`config.mk`:
```
export PLATFORM = sky130hd
export DESIGN_NAME = uart_tx_serializer_flat
export DESIGN_NICKNAME = d
export VERILOG_FILES = /design/src/rtl/uart_pkg.sv /design/src/rtl/uart_tx_serializer_if.sv /design/src/rtl/uart_baud_gen.sv /design/src/rtl/uart_tx_serializer.sv /design/src/flat_wrapper.sv
export SDC_FILE = /design/constraint.sdc
export NUM_CORES = 1
export LEC_CHECK = 0
export CAP_MARGIN = 20
export CORE_AREA = 10 10 67 69
export DETAILED_ROUTE_END_ITERATION = 8
export DIE_AREA = 0 0 77 79
export SLEW_MARGIN = 20
export SYNTH_ARGS = -nofsm -noshare
export SYNTH_HDL_FRONTEND = slang
export SYNTH_SLANG_ARGS = --single-unit
```
`constraint.sdc`:
```
create_clock -name clk -period 3.6 [get_ports clk]
set_input_delay 0.72 -clock clk [delete_from_list [all_inputs] [get_ports clk]]
set_output_delay 0.72 -clock clk [all_outputs]
set_load 0.02 [all_outputs]
```
`src/rtl/uart_pkg.sv`:
```
// Shared UART definitions: frame width, FSM state type and frame-length helper.
// Used by the frame builder, this TX serializer and the future receiver.
// BREAK/MARK states are only reached when UART_TX_BREAK_EN is defined.
package uart_pkg;

  // Widest frame: 8 data + parity + 2 stop bits (start bit not included).
  localparam int unsigned FRAME_W = 11;

  // Serializer FSM states.
  typedef enum logic [2:0] {
    StIdle,
    StStart,
    StData,
    StBreak,
    StMark
  } uart_state_e;

  // Number of bits after the start bit: 7 + d_num + parity + 1 + s_num (8..11).
  function automatic logic [3:0] frame_len(input logic       d_num,
                                           input logic       s_num,
                                           input logic [1:0] par);
    logic [3:0] len;
    len = 4'd8 + {3'b000, d_num} + {3'b000, |par} + {3'b000, s_num};
    return len;
  endfunction

endpackage

```
`src/rtl/uart_tx_serializer_if.sv`:
```
// Frame handshake and serial-line bundle between the frame builder (master)
// and the TX serializer (slave).
interface uart_tx_serializer_if;
  import uart_pkg::*;

  logic [FRAME_W-1:0] frame_in;
  logic               d_num;
  logic               s_num;
  logic [1:0]         par;
  logic               frame_valid;
  logic               frame_ready;
  logic               tx;
  logic               busy;
  logic               tx_done;

  // Frame builder side: offers frames, observes the serializer status.
  modport master (
    output frame_in,
    output d_num,
    output s_num,
    output par,
    output frame_valid,
    input  frame_ready,
    input  tx,
    input  busy,
    input  tx_done
  );

  // Serializer side: consumes frames, drives the line and status.
  modport slave (
    input  frame_in,
    input  d_num,
    input  s_num,
    input  par,
    input  frame_valid,
    output frame_ready,
    output tx,
    output busy,
    output tx_done
  );

endinterface

```
`src/rtl/uart_baud_gen.sv`:
```
// Bit-time timer: counts 0..CLKS_PER_BIT-1 and flags the terminal count.
// 'clear' restarts the count so a new bit time begins the following cycle.
module uart_baud_gen #(
  parameter int unsigned CLKS_PER_BIT = 16
) (
  input  logic clk,
  input  logic reset,
  input  logic clear,
  output logic bit_end
);

  localparam int unsigned CntW = (CLKS_PER_BIT > 1) ? $clog2(CLKS_PER_BIT) : 1;
  localparam logic [CntW-1:0] TermCnt = CntW'(CLKS_PER_BIT - 1);

  logic [CntW-1:0] cnt_q, cnt_d;

  // Terminal count marks the last cycle of the current bit time.
  assign bit_end = (cnt_q == TermCnt);

  // Next count: restart on clear or wrap after the terminal count.
  always_comb begin
    cnt_d = cnt_q + 1'b1;
    if (clear || bit_end) begin
      cnt_d = '0;
    end
  end

  // Counter register with synchronous reset.
  always_ff @(posedge clk) begin
    if (reset) begin
      cnt_q <= '0;
    end else begin
      cnt_q <= cnt_d;
    end
  end

endmodule

```
`src/rtl/uart_tx_serializer.sv`:
```
// UART transmit serializer: latches one pre-assembled frame per handshake and
// shifts it out LSB-first after a start bit, CLKS_PER_BIT clocks per bit.
// All outputs are registered; they are computed from the next state.
// Optional feature macro: UART_TX_BREAK_EN adds a break_req input and the
// BREAK/MARK states (hold the line low, then one bit time of mark).
module uart_tx_serializer
  import uart_pkg::*;
#(
  parameter int unsigned CLKS_PER_BIT = 16
) (
  input  logic                 clk,
  input  logic                 reset,
`ifdef UART_TX_BREAK_EN
  input  logic                 break_req,
`endif
  uart_tx_serializer_if.slave  bus
);

  uart_state_e        state_q, state_d;
  logic [FRAME_W-1:0] shreg_q, shreg_d;
  logic [3:0]         bitcnt_q, bitcnt_d;
  logic               tx_q, tx_d;
  logic               ready_q, ready_d;
  logic               busy_q, busy_d;
  logic               done_q, done_d;
  logic               accept;
  logic               clear;
  logic               bit_end;

  // Bit-time timer, restarted whenever a new bit time begins out of idle.
  uart_baud_gen #(
    .CLKS_PER_BIT (CLKS_PER_BIT)
  ) u_baud_gen (
    .clk     (clk),
    .reset   (reset),
    .clear   (clear),
    .bit_end (bit_end)
  );

  // A frame is taken only when advertised ready; a pending break wins.
`ifdef UART_TX_BREAK_EN
  assign accept = bus.frame_valid && ready_q && (state_q == StIdle) && !break_req;
`else
  assign accept = bus.frame_valid && ready_q && (state_q == StIdle);
`endif

  // Next-state, datapath and done-pulse logic.
  always_comb begin
    state_d  = state_q;
    shreg_d  = shreg_q;
    bitcnt_d = bitcnt_q;
    done_d   = 1'b0;
    clear    = 1'b0;
    unique case (state_q)
      StIdle: begin
`ifdef UART_TX_BREAK_EN
        if (break_req) begin
          state_d = StBreak;
        end else
`endif
        if (accept) begin
          state_d  = StStart;
          shreg_d  = bus.frame_in;
          bitcnt_d = frame_len(bus.d_num, bus.s_num, bus.par);
          clear    = 1'b1;
        end
      end
      StStart: begin
        if (bit_end) begin
          state_d = StData;
        end
      end
      StData: begin
        if (bit_end) begin
          shreg_d  = {1'b0, shreg_q[FRAME_W-1:1]};
          bitcnt_d = bitcnt_q - 4'd1;
          // Counter still holds the bit just finished; 1 means it was the last.
          if (bitcnt_q == 4'd1) begin
            state_d = StIdle;
            done_d  = 1'b1;
          end
        end
      end
`ifdef UART_TX_BREAK_EN
      StBreak: begin
        if (!break_req) begin
          state_d = StMark;
          clear   = 1'b1;
        end
      end
      StMark: begin
        if (bit_end) begin
          state_d = StIdle;
        end
      end
`endif
      default: begin
        state_d = StIdle;
      end
    endcase
  end

  // Registered outputs derived from the state being entered.
  always_comb begin
    tx_d    = 1'b1;
    ready_d = 1'b0;
    busy_d  = 1'b0;
    unique case (state_d)
      StIdle: begin
        ready_d = 1'b1;
      end
      StStart: begin
        tx_d   = 1'b0;
        busy_d = 1'b1;
      end
      StData: begin
        tx_d   = shreg_d[0];
        busy_d = 1'b1;
      end
      StBreak: begin
        tx_d   = 1'b0;
        busy_d = 1'b1;
      end
      StMark: begin
        busy_d = 1'b1;
      end
      default: begin
        tx_d = 1'b1;
      end
    endcase
  end

  // State, datapath and output registers; reset abandons any frame in flight.
  always_ff @(posedge clk) begin
    if (reset) begin
      state_q  <= StIdle;
      shreg_q  <= '0;
      bitcnt_q <= '0;
      tx_q     <= 1'b1;
      ready_q  <= 1'b0;
      busy_q   <= 1'b0;
      done_q   <= 1'b0;
    end else begin
      state_q  <= state_d;
      shreg_q  <= shreg_d;
      bitcnt_q <= bitcnt_d;
      tx_q     <= tx_d;
      ready_q  <= ready_d;
      busy_q   <= busy_d;
      done_q   <= done_d;
    end
  end

  assign bus.tx          = tx_q;
  assign bus.frame_ready = ready_q;
  assign bus.busy        = busy_q;
  assign bus.tx_done     = done_q;

endmodule

```
`src/flat_wrapper.sv`:
```
// flat-port wrapper written by rule: the top's interface ports become plain ports
module uart_tx_serializer_flat import uart_pkg::*;
#(
  parameter int unsigned CLKS_PER_BIT = 16
)
  (clk, reset, bus_frame_in, bus_d_num, bus_s_num, bus_par, bus_frame_valid, bus_frame_ready, bus_tx, bus_busy, bus_tx_done);
  uart_tx_serializer_if bus_i ();
  input  logic clk;
  input  logic reset;
  input wire logic [$bits(bus_i.frame_in)-1:0] bus_frame_in;
  input wire logic [$bits(bus_i.d_num)-1:0] bus_d_num;
  input wire logic [$bits(bus_i.s_num)-1:0] bus_s_num;
  input wire logic [$bits(bus_i.par)-1:0] bus_par;
  input wire logic [$bits(bus_i.frame_valid)-1:0] bus_frame_valid;
  output wire logic [$bits(bus_i.frame_ready)-1:0] bus_frame_ready;
  output wire logic [$bits(bus_i.tx)-1:0] bus_tx;
  output wire logic [$bits(bus_i.busy)-1:0] bus_busy;
  output wire logic [$bits(bus_i.tx_done)-1:0] bus_tx_done;
  assign bus_i.frame_in = bus_frame_in;
  assign bus_i.d_num = bus_d_num;
  assign bus_i.s_num = bus_s_num;
  assign bus_i.par = bus_par;
  assign bus_i.frame_valid = bus_frame_valid;
  assign bus_frame_ready = bus_i.frame_ready;
  assign bus_tx = bus_i.tx;
  assign bus_busy = bus_i.busy;
  assign bus_tx_done = bus_i.tx_done;
  uart_tx_serializer #(.CLKS_PER_BIT(CLKS_PER_BIT)) u_core (.clk(clk), .reset(reset), .bus(bus_i));
endmodule
```
# Word-level counts from Yosys, hierarchy flattened
# Index checks and enable logic that the tools add are counted.
# op_classes
n_addsub	5
n_eq_ne	10
n_mux	17
n_bitwise	2
reduce_logical	12
# ops
cell	n
11-bit two-way mux	2
11-bit case mux with 2 select lines	1
3-bit two-way mux	4
3-bit by 2-bit equality test with 1-bit output, second input constant	3
3-bit case mux with 3 select lines	1
4-bit by 1-bit adder with 4-bit output	2
4-bit two-way mux	2
4-bit case mux with 2 select lines	1
3-bit by 1-bit equality test with 1-bit output, second input constant	2
3-bit logical NOT	2
2-bit OR reduction	3
1-bit two-way mux	5
4-bit by 1-bit adder with 4-bit output, first input constant	1
4-bit by 1-bit adder with 4-bit output, second input constant	1
4-bit by 1-bit equality test with 1-bit output, second input constant	1
4-bit equality test, second input constant	1
4-bit OR reduction	1
4-bit by 1-bit subtractor with 4-bit output, second input constant	1
3-bit equality test, second input constant	1
3-bit AND reduction	1
3-bit OR reduction	1
1-bit logical AND	2
2-bit by 1-bit != test with 1-bit output, second input constant	1
2-bit != test, second input constant	1
other kinds (4)	5
# totals
reg_bits	26
input_bits	18
out_inout_bits	4

# Depth between registers and ports, before layout
# Gate-level depths: netlist of the first run.
# depth
depth_word	7
ltp_mapped	7
depth_no_buf	6

# Cells and area by module
# A second synthesis of the first run with hierarchy kept.
# unflattened
cells_unflattened	124
hier_area_um2	1206.2
# modules_own_cells
module	instances	cells_per_inst	area_each_um2	seq_area_each_um2
uart_tx_serializer	1	108	1048.5	440.4
uart_baud_gen	1	16	157.7	80.1

# Worst setup path after synthesis of the first run
# Ideal clock, no wire load.
# synth_path
path_kind	input to register
from	in bus_s_num
to	reg u_core.bitcnt_q[0]
setup_ns	0.122
arrival_ns	1.610
required_ns	3.478
slack_ns	1.868
stages	4
path_cell_list	inv_1 > fa_1 > nor2_1 > o311a_1
# synth_between
elab_chain_len	3
# synth_rtl
item	line	text
start, declared	flat_wrapper.sv:12	input wire logic [$bits(bus_i.s_num)-1:0] bus_s_num;
4-bit by 1-bit adder with 4-bit output	uart_pkg.sv:23	len = 4'd8 + {3'b000, d_num} + {3'b000, |par} + {3'b000, s_num};
4-bit two-way mux	uart_tx_serializer.sv:61	if (accept) begin
4-bit case mux with 2 select lines	uart_tx_serializer.sv:54	unique case (state_q)
end signal, assigned	uart_tx_serializer.sv:146	bitcnt_q <= bitcnt_d;
end, declared	uart_tx_serializer.sv:21	logic [3:0] bitcnt_q, bitcnt_d;
# No other way between the ends. The select of a mux whose other input is x is not followed.
# A chain may end at the register's enable or synchronous reset.

# Final worst setup path of the first run
# layout_path
from	in bus_frame_valid
to	reg u_core.tx_q, in the netlist u_core.bus.tx
# layout_between
elab_chain_len	7
elab_cells_between_ends	11
cone_classes	eq/ne (3); mux (5); reduce/logical (3)
# layout_rtl
item	line	text
start, declared	flat_wrapper.sv:14	input wire logic [$bits(bus_i.frame_valid)-1:0] bus_frame_valid;
1-bit logical AND * (2 in series)	uart_tx_serializer.sv:44	assign accept = bus.frame_valid && ready_q && (state_q == StIdle);
3-bit two-way mux	uart_tx_serializer.sv:61	
3-bit case mux with 3 select lines	uart_tx_serializer.sv:54	
3-bit by 1-bit equality test with 1-bit output / 3-bit by 2-bit equality test with 1-bit output (equally long branches)	uart_tx_serializer.sv:108	unique case (state_d)
2-bit OR reduction (no line)	--	
1-bit case mux with 2 select lines *	uart_tx_serializer.sv:108	
end signal, assigned	uart_tx_serializer.sv:147	tx_q <= tx_d;
end, declared	uart_tx_serializer.sv:22	logic tx_q, tx_d;
# Mark *: on every way between the ends. The rest lies on a longest branch, timed or not. The select of a mux whose other input is x is not followed.

==> results of run 1 <==
## layer usage
metal / global-route usage [%] / up-vias / share of wire (%)
li1: - / 491 / -
met1: 10.7 / 446 / 47
met2: 15.1 / 14 / 49
met3: 3.04 / 2 / 2.8
met4: 1.64 / 0 / 0.71
met5: 0 / - / 0
## cells by family after synthesis
logic type	after synthesis
other	1
multiplexers	1
AND/OR/NAND/NOR	46
adder cells (fa/ha/maj)	4
AO/OA/AOI/OAI	30
buffers and inverters	14
flip-flops	26
XOR/XNOR	4
## flip-flops by register name, summed over array words and instances, names as in the netlist
register and flops:
u_core.u_baud_gen.cnt_q 4, u_core.bitcnt_q 4, u_core.bus.tx_done 1, u_core.shreg_q 11, u_core.state_q 3, u_core.bus.tx 1
u_core.bus.frame_ready 1, u_core.bus.busy 1
## cell usage after synthesis, types with 2 or more instances
cell type  count  area, um2
inv_1          6       22.5
xor2_1         3       26.3
nand2_1        7       26.3
clkbuf_1       2       7.51
nor2_1         5       18.8
dfxtp_1       26        521
ha_1           3       37.5
nand3_1       16       80.1
nor3_1         5       25.0
a22oi_2        9        113
nor4_1         2       12.5
o311a_1        2       20.0
o21ai_1        2       10.0
buf_2          3       15.0
a21oi_1        4       20.0
and3_1         2       12.5
a21oi_2       10       87.6
## worst max-delay path, cell delays in order
cell	delay, ns
clkdlybuf4s50_1	0.44
nor2b_1	0.19
nand3_1	0.51
a31oi_1	0.34
o21ai_1	0.09
## power breakdown
group	switching, mW	total (mW)	internal, mW
clock	0.0849	0.147	0.0619
combinational	0.0312	0.0670	0.0358
sequential	0.00824	0.308	0.299
total	0.124	0.521	0.397
## metrics by stage
stage	area (um2)	util [%]	setup slack (ns)	hold WS, ns
5_1_grt	1510	46.7	1.39	0.492
4_1_cts	1510	46.7	1.52	0.472
3_5_place_dp	1470	45.6	1.16	0.453
3_3_place_gp	1470	45.6	1.21	0.453
6_report	1510	46.7	1.53	0.466
2_1_floorplan	1250	-	1.87	0.429
## cell type report
cell class                 count  area share, %
multi-input combinational     86           42.9
sequential                    26           34.5
tap                           46           3.81
timing repair buffer          23           14.9
inverter                       6           1.49
clock buffer                   4           2.40
## final timing paths
path | endpoint | depth (start not counted) | slack, ns
hold / removal | u_core.u_baud_gen.cnt_q[0]$_SDFF_PP0_ | 1 | 0.47
setup reg to reg | u_core.shreg_q[9]$_SDFFE_PP0P_ | 5 | 1.91
setup / recovery | u_core.bus.tx$_SDFF_PP1_ | 5 | 1.53
hold reg to reg | u_core.u_baud_gen.cnt_q[0]$_SDFF_PP0_ | 1 | 0.47
==> run_results.csv, run 1 <==
group,metric,value,unit
outcome,status,"complete, no violations",
yosys,synth_seq_cells,26,
detailed_routing,antenna_left,0,
layout,mostFrequentLayoutCells,"26 x dfxtp_1, 21 x clkdlybuf4s50_1, 16 x nand3_1, 10 x a21oi_2, 9 x a22oi_2",
global_routing,first_global_vias,993,
pwr,power_density,345,nW/um2
min_path,hp-class,"flip-flop to flip-flop",
floorplan,io_pins,22,
clock_tree,cts_resized,0,
yosys,synth_adder_area_share,4.60,%
layout,fin_nets,168,
floorplan,start_util,38.7,%
sta,skew,0.00582,ns
floorplan,die_h,79,um
detailed_routing,drt-wirelength-per-cell,14.0,um
min_path,worstHoldStart,"u_core.u_baud_gen.cnt_q[0]$_SDFF_PP0_",
place,gp_congestion,0.704,
detailed_routing,num_vias,953,
place,dpl.hpwl,1.97,mm
layout,antenna_cells,0,
sta,clock.fmax,484,MHz
yosys,synth_seq_area_share,41.6,%
worst_setup_path,start_kind,"input port",
yosys,synth_top_family_by_area,"compound AO/OA/AOI/OAI gates",
sta,hold_viol_final,0,
sta,slew_violations,0,
yosys,syn_area,1250,um2
layout,ff_latch_area,520,um2
yosys,synth_compound_area_share,21.9,%
sta,setup_viol,0,
layout,multi_input_area,647,um2
sta,slew_headroom,55.9,%
sta,fin_setup_tns,0,ns
yosys,ys_types,36,
sta,period_needed,2.07,ns
worst_setup_path,worstPathArrival,2.29,ns
worst_setup_path,cp.required,3.83,ns
detailed_routing,firstDrtPassIters,4,
clock_tree,cts_buffers,3,
detailed_routing,drcViolationCount,0,
floorplan,die_w,77,um
worst_setup_path,end_kind,"flip-flop",
sta,max_slew.worst_pin.slew,0.660,ns
layout,layout-drive-gt1-share,20.7,%
pwr,ir_drop,0.181,mV
clock_tree,cts-root-buf,"clkbuf_4",
global_routing,grt-ovfl-total,0,
worst_setup_path,regToRegStartpoint,"u_core.u_baud_gen.cnt_q[0]$_SDFF_PP0_",
layout,layout_commonest_cell,"dfxtp_1",
layout,fin_cells,191,
yosys,synthSimpleGateAreaFrac,21.3,%
sta,rsz0062_at_grt,"no",
yosys,synth_edf_count,0,
pwr,total_power,521,uW
clock_tree,cts_buffer_depth,2,
yosys,synth_cells,126,
pwr,power_leakage,0.542,nW
yosys,syn_avg_cell_area,9.93,um2
detailed_routing,drt-total-wl,2.67,mm
yosys,yosys_warnings,0,
clock_tree,clkTransAtPathRegs,0.14,ns
global_routing,track_usage,8.86,%
worst_setup_path,critPathKind,"input port to flip-flop",
floorplan,coreArea,3230,um2
clock_tree,cts_htree_levels,1,
clock_tree,cts_tree,"built",
global_routing,grt_max_degree,19,
sta,min_period_over_period,57.4,%
yosys,synth-xor-area-share,2.80,%
yosys,synth_fp_nets,148,
worst_setup_path,cp_max_fo,17,
floorplan,rows,21,
flow_run,drv_cap,0,
clock_tree,cts_setup_buffers,0,
place,port_buffers,21,
clock_tree,cts.sinks,26,
global_routing,grt_pass1_wl,4.51,mm
layout,fill_cells,312,
floorplan,dieArea,6080,um2
detailed_routing,routed_via_density,4.99,
yosys,async_reset_ff_share,0,%
yosys,synth_mux_area_share,0.800,%
clock_tree,clock_latency,0.32,ns
place,place_inst,187,
layout,syn2layout_area_growth,20.6,%
worst_setup_path,crit_start,"bus_frame_valid",
detailed_routing,drt-initial-drc-count,53,
clock_tree,cts_hold_buf,0,
yosys,ys.flop_type,"dfxtp_1",
global_routing,antenna_found_initial,0,
Power figures use the tool's default switching activity.
==> inputs of run 2 (changes only) <==
Clock period 3.6 ns to 2 ns, I/O delays scaled along.
==> run_results.csv, run 2 (synthesis gave the netlist of run 1 again) <==
group,metric,value,unit
outcome,status,"complete, no violations",
sta,clock.fmax,577,MHz
worst_setup_path,crit_family,"buffers and inverters",
layout,antenna_cells,0,
pwr,clockPowerShare,28.2,%
sta,min_period_over_period,86.7,%
sta,worst_slack,0.266,ns
sta,skew,0.00151,ns
pwr,power_density,613,nW/um2
layout,layout_commonest_cell,"dfxtp_1",
worst_setup_path,critPathSlowestCell,"clkdlybuf4s50_1",
worst_setup_path,cp_max_fo,4,
pwr,internal_power,720,uW
clock_tree,cts-root-buf,"clkbuf_4",
pwr,p_switching,228,uW
layout,syn2layout_area_growth,23.6,%
worst_setup_path,regToRegStartpoint,"u_core.u_baud_gen.cnt_q[0]$_SDFF_PP0_",
pwr,swShare,24.1,%
clock_tree,clkTransAtPathRegs,0.14,ns
pwr,power_leakage,0.566,nW
global_routing,grt_pass1_wl,4.70,mm
floorplan,io_pins,22,
global_routing,met1_usage,11.0,%
min_path,worstHoldStart,"u_core.u_baud_gen.cnt_q[0]$_SDFF_PP0_",
detailed_routing,antenna_left,0,
place,port_buffers,21,
clock_tree,cts_tree,"built",
detailed_routing,drt-initial-drc-count,46,
worst_setup_path,critPathKind,"flip-flop to output port",
global_routing,first_global_vias,1022,
detailed_routing,drcViolationCount,0,
global_routing,track_usage,9.38,%
detailed_routing,num_vias,974,
floorplan,coreArea,3230,um2
place,gp_congestion,0.722,
clock_tree,cts_buffer_depth,2,
sta,rsz0062_at_grt,"no",
pwr,ir_drop,0.295,mV
worst_setup_path,start_kind,"flip-flop",
clock_tree,clock_latency,0.32,ns
clock_tree,cts_resized,0,
global_routing,grt-ovfl-total,0,
clock_tree,cts_htree_levels,1,
detailed_routing,routed_via_density,4.97,
global_routing,grt.busiest_layer,"met2",
worst_setup_path,cp_num_buf_inv,1,
layout,layout-drive-gt1-share,23.3,%
min_path,hp-class,"flip-flop to flip-flop",
layout,top_register,"u_core.shreg_q",
detailed_routing,drt-total-wl,2.69,mm
clock_tree,cts_setup_buffers,0,
worst_setup_path,cp.required,1.60,ns
worst_setup_path,r2r-end,"u_core.shreg_q[2]$_SDFFE_PP0P_",
floorplan,dieArea,6080,um2
detailed_routing,drt-wirelength-per-cell,13.7,um
place,dpl.hpwl,2.03,mm
worst_setup_path,worstPathCellList,"clkdlybuf4s50_1",
global_routing,use_met3,2.70,%
worst_setup_path,r2r_setup_slack,0.33,ns
worst_setup_path,worstPathArrival,1.33,ns
global_routing,antenna_found_initial,0,
floorplan,rows,21,
detailed_routing,firstDrtPassIters,4,
sta,hold_viol_final,0,
global_routing,grt_max_degree,15,
clock_tree,cts.sinks,26,
worst_setup_path,cp_slowest_stage_delay,0.62,ns
layout,fin_cells,196,
flow_run,drv_cap,0,
floorplan,die_h,79,um
clock_tree,cts_hold_buf,0,
sta,fin_setup_tns,0,ns
layout,reg.largest.list,"u_core.shreg_q (11), u_core.bitcnt_q (4), u_core.u_baud_gen.cnt_q (4)",
global_routing,use_met2,16.0,%
place,place_inst,192,
sta,setup_viol,0,
worst_setup_path,end_kind,"output port",
clock_tree,cts_buffers,3,
floorplan,start_util,38.7,%
min_path,worstHoldEndpoint,"u_core.u_baud_gen.cnt_q[0]$_SDFF_PP0_",
layout,fin_nets,173,
sta,slew_violations,0,
worst_setup_path,reg2reg_depth,5,
place,pre_cts_slack,0.0793,ns
floorplan,die_w,77,um
layout,mostFrequentLayoutCells,"26 x dfxtp_1, 21 x clkdlybuf4s50_1, 16 x nand3_1, 10 x a21oi_2, 9 x a22oi_2",
layout,largest_register_ff_count,11,
sta,period_needed,1.73,ns
min_path,hold_depth,1,
pwr,seq_power_share,58.4,%
pwr,combPwrFrac,13.3,%
layout,utilization,47.9,%
[run 2: power groups by stage]
stage	Sequential, mW	Combinational (mW)	Clock, mW
floorplan	0.566	0.0627	0
global route	0.557	0.140	0.303
finish	0.554	0.126	0.268
detailed placement	0.565	0.128	0
global placement	0.564	0.124	0
CTS	0.554	0.128	0.279
[run 2: cell type report]
cell class              count  area, um2
clock buffers               4       36.3
fillers                   311       1690
inverters                   6       22.5
multi-input cells          86        647
flip-flops and latches     26        520
well taps                  46       57.6
repair buffers             28        263
[run 2: worst max-delay path by stage]
stage                                          start                              end  cells after the start
3_3_place_gp                               bus_s_num  u_core.bitcnt_q[0]$_SDFFE_PP0P_                      5
3_5_place_dp                               bus_s_num  u_core.bitcnt_q[0]$_SDFFE_PP0P_                      5
4_1_cts            u_core.bus.frame_ready$_SDFF_PP0_                  bus_frame_ready                      1
6_report           u_core.bus.frame_ready$_SDFF_PP0_                  bus_frame_ready                      1
5_1_grt        u_core.u_baud_gen.cnt_q[0]$_SDFF_PP0_   u_core.shreg_q[6]$_SDFFE_PP0P_                      5
2_1_floorplan                              bus_s_num  u_core.bitcnt_q[0]$_SDFFE_PP0P_                      4
[run 2: routing by layer]
metal | up-vias | share of wire [%]
met4 | 0 | 1.3
met3 | 4 | 2.4
li1 | 499 | -
met2 | 15 | 50
met5 | - | 0
met1 | 456 | 47
[run 2: through the flow]
step	hold WS [ns]	cell area (um2)	total power [mW]
floorplan	0.429	1250	0.629
global placement	0.443	1510	0.688
detailed placement	0.447	1510	0.693
CTS	0.474	1550	0.962
global route	0.487	1550	1.00
finish	0.474	1550	0.948
==> inputs of run 3 (changes only) <==
Settings changed: CORE_AREA 10 10 67 69 to 2 2 59 61, DIE_AREA 0 0 77 79 to 0 0 61 63.
==> run_results.csv, run 3 (synthesis gave the netlist of run 1 again) <==
group,metric,value,unit
outcome,status,"complete, no violations",
sta,clock.fmax,579,MHz
sta,hold_viol_final,0,
layout,reg.largest.list,"u_core.shreg_q (11), u_core.bitcnt_q (4), u_core.u_baud_gen.cnt_q (4)",
global_routing,track_usage,14.9,%
worst_setup_path,cp_max_fo,4,
global_routing,grt-ovfl-total,0,
clock_tree,cts-root-buf,"clkbuf_4",
clock_tree,cts.sinks,26,
layout,antenna_cells,0,
global_routing,grt_pass1_wl,4.32,mm
sta,skew,0.00984,ns
worst_setup_path,crit_family,"buffers and inverters",
layout,fin_nets,172,
detailed_routing,drt-initial-drc-count,13,
flow_run,drv_cap,0,
floorplan,rows,21,
worst_setup_path,worstPathArrival,1.33,ns
pwr,power_leakage,0.571,nW
pwr,power_density,673,nW/um2
global_routing,grt_max_degree,16,
worst_setup_path,end_kind,"output port",
worst_setup_path,critPathSlowestCell,"clkdlybuf4s50_1",
min_path,worstHoldStart,"u_core.u_baud_gen.cnt_q[0]$_SDFF_PP0_",
min_path,hp-class,"flip-flop to flip-flop",
clock_tree,cts_resized,0,
worst_setup_path,start_kind,"flip-flop",
worst_setup_path,cp.required,1.60,ns
place,gp_congestion,0.780,
clock_tree,cts_buffer_depth,2,
worst_setup_path,cp_num_buf_inv,1,
sta,slew_violations,0,
sta,period_needed,1.73,ns
clock_tree,cts_setup_buffers,0,
sta,rsz0062_at_grt,"no",
detailed_routing,num_vias,971,
clock_tree,clock_latency,0.33,ns
worst_setup_path,cp_slowest_stage_delay,0.61,ns
detailed_routing,drt-wirelength-per-cell,13.0,um
detailed_routing,firstDrtPassIters,4,
floorplan,die_w,61,um
clock_tree,cts_buffers,3,
worst_setup_path,critPathKind,"flip-flop to output port",
place,dpl.hpwl,1.93,mm
sta,min_period_over_period,86.3,%
detailed_routing,antenna_left,0,
layout,layout_commonest_cell,"dfxtp_1",
global_routing,first_global_vias,976,
clock_tree,cts_hold_buf,0,
worst_setup_path,regToRegStartpoint,"u_core.u_baud_gen.cnt_q[0]$_SDFF_PP0_",
floorplan,start_util,38.7,%
pwr,ir_drop,0.229,mV
layout,top_register,"u_core.shreg_q",
floorplan,io_pins,22,
worst_setup_path,crit_start,"u_core.bus.frame_ready$_SDFF_PP0_",
layout,largest_register_ff_count,11,
layout,mostFrequentLayoutCells,"26 x dfxtp_1, 21 x clkdlybuf4s50_1, 16 x nand3_1, 10 x a21oi_2, 9 x a22oi_2",
layout,fill_cells,322,
layout,layout-drive-gt1-share,22.8,%
floorplan,coreArea,3230,um2
worst_setup_path,worstPathCellList,"clkdlybuf4s50_1",
clock_tree,cts_tree,"built",
detailed_routing,drt-total-wl,2.54,mm
clock_tree,cts_htree_levels,1,
clock_tree,clkTransAtPathRegs,0.15,ns
floorplan,die_h,63,um
place,port_buffers,21,
sta,setup_viol,0,
detailed_routing,routed_via_density,4.98,
floorplan,dieArea,3840,um2
layout,utilization,48.5,%
sta,fin_setup_tns,0,ns
layout,syn2layout_area_growth,25.3,%
detailed_routing,drcViolationCount,0,
global_routing,antenna_found_initial,0,
==> run 3: cell types whose count changed in the layout (fill, tap and decap cells not counted), sizes merged <==
cell | previous run | this run
bufinv | 0 | 1
clkbuf | 4 | 3
buf | 7 | 6
==> run 3: final cells by class <==
type / instances / area (um2) / share of cell area [%]
clock buffers: 3 / 22.5 / 1.44
clock inverters: 1 / 30.0 / 1.92
inverters: 6 / 22.5 / 1.44
multi-input cells: 86 / 647 / 41.3
flip-flops and latches: 26 / 520 / 33.2
well taps: 46 / 57.6 / 3.67
repair buffers: 27 / 268 / 17.1
==> run 3: stage by stage <==
step | std cells | hold WS [ns] | total power, mW | worst slack, ns | instance area, um2
after floorplan | 126 | 0.429 | 0.629 | 0.588 | 1250
after global placement | 191 | 0.453 | 0.690 | 0.119 | 1520
after detailed placement | 191 | 0.463 | 0.694 | 0.0747 | 1520
after CTS | 195 | 0.481 | 1.06 | 0.260 | 1570
after global routing | 195 | 0.520 | 1.10 | 0.200 | 1570
final | 195 | 0.481 | 1.06 | 0.273 | 1570
==> run 3: final timing paths <==
path,to,slack [ns],cells after the start
setup reg to reg,u_core.shreg_q[8]$_SDFFE_PP0P_,0.37,5
setup / recovery,bus_frame_ready,0.27,1
hold / removal,u_core.u_baud_gen.cnt_q[0]$_SDFF_PP0_,0.48,1
hold reg to reg,u_core.u_baud_gen.cnt_q[0]$_SDFF_PP0_,0.48,1
==> run 3: per-layer routing <==
layer  GRT usage (%)  part of all wire [%]  up-vias
li1                -                     -      497
met1            19.5                    46      459
met2            23.9                    49       11
met3            2.48                   2.6        4
met4            5.71                   1.6        0
met5               0                     0        -
==> run 3: power by group <==
part	total (mW)	leakage [nW]	switching, mW	internal, mW
clock	0.374	0.0279	0.171	0.203
combinational	0.127	0.331	0.0569	0.0702
sequential	0.554	0.212	0.0153	0.539
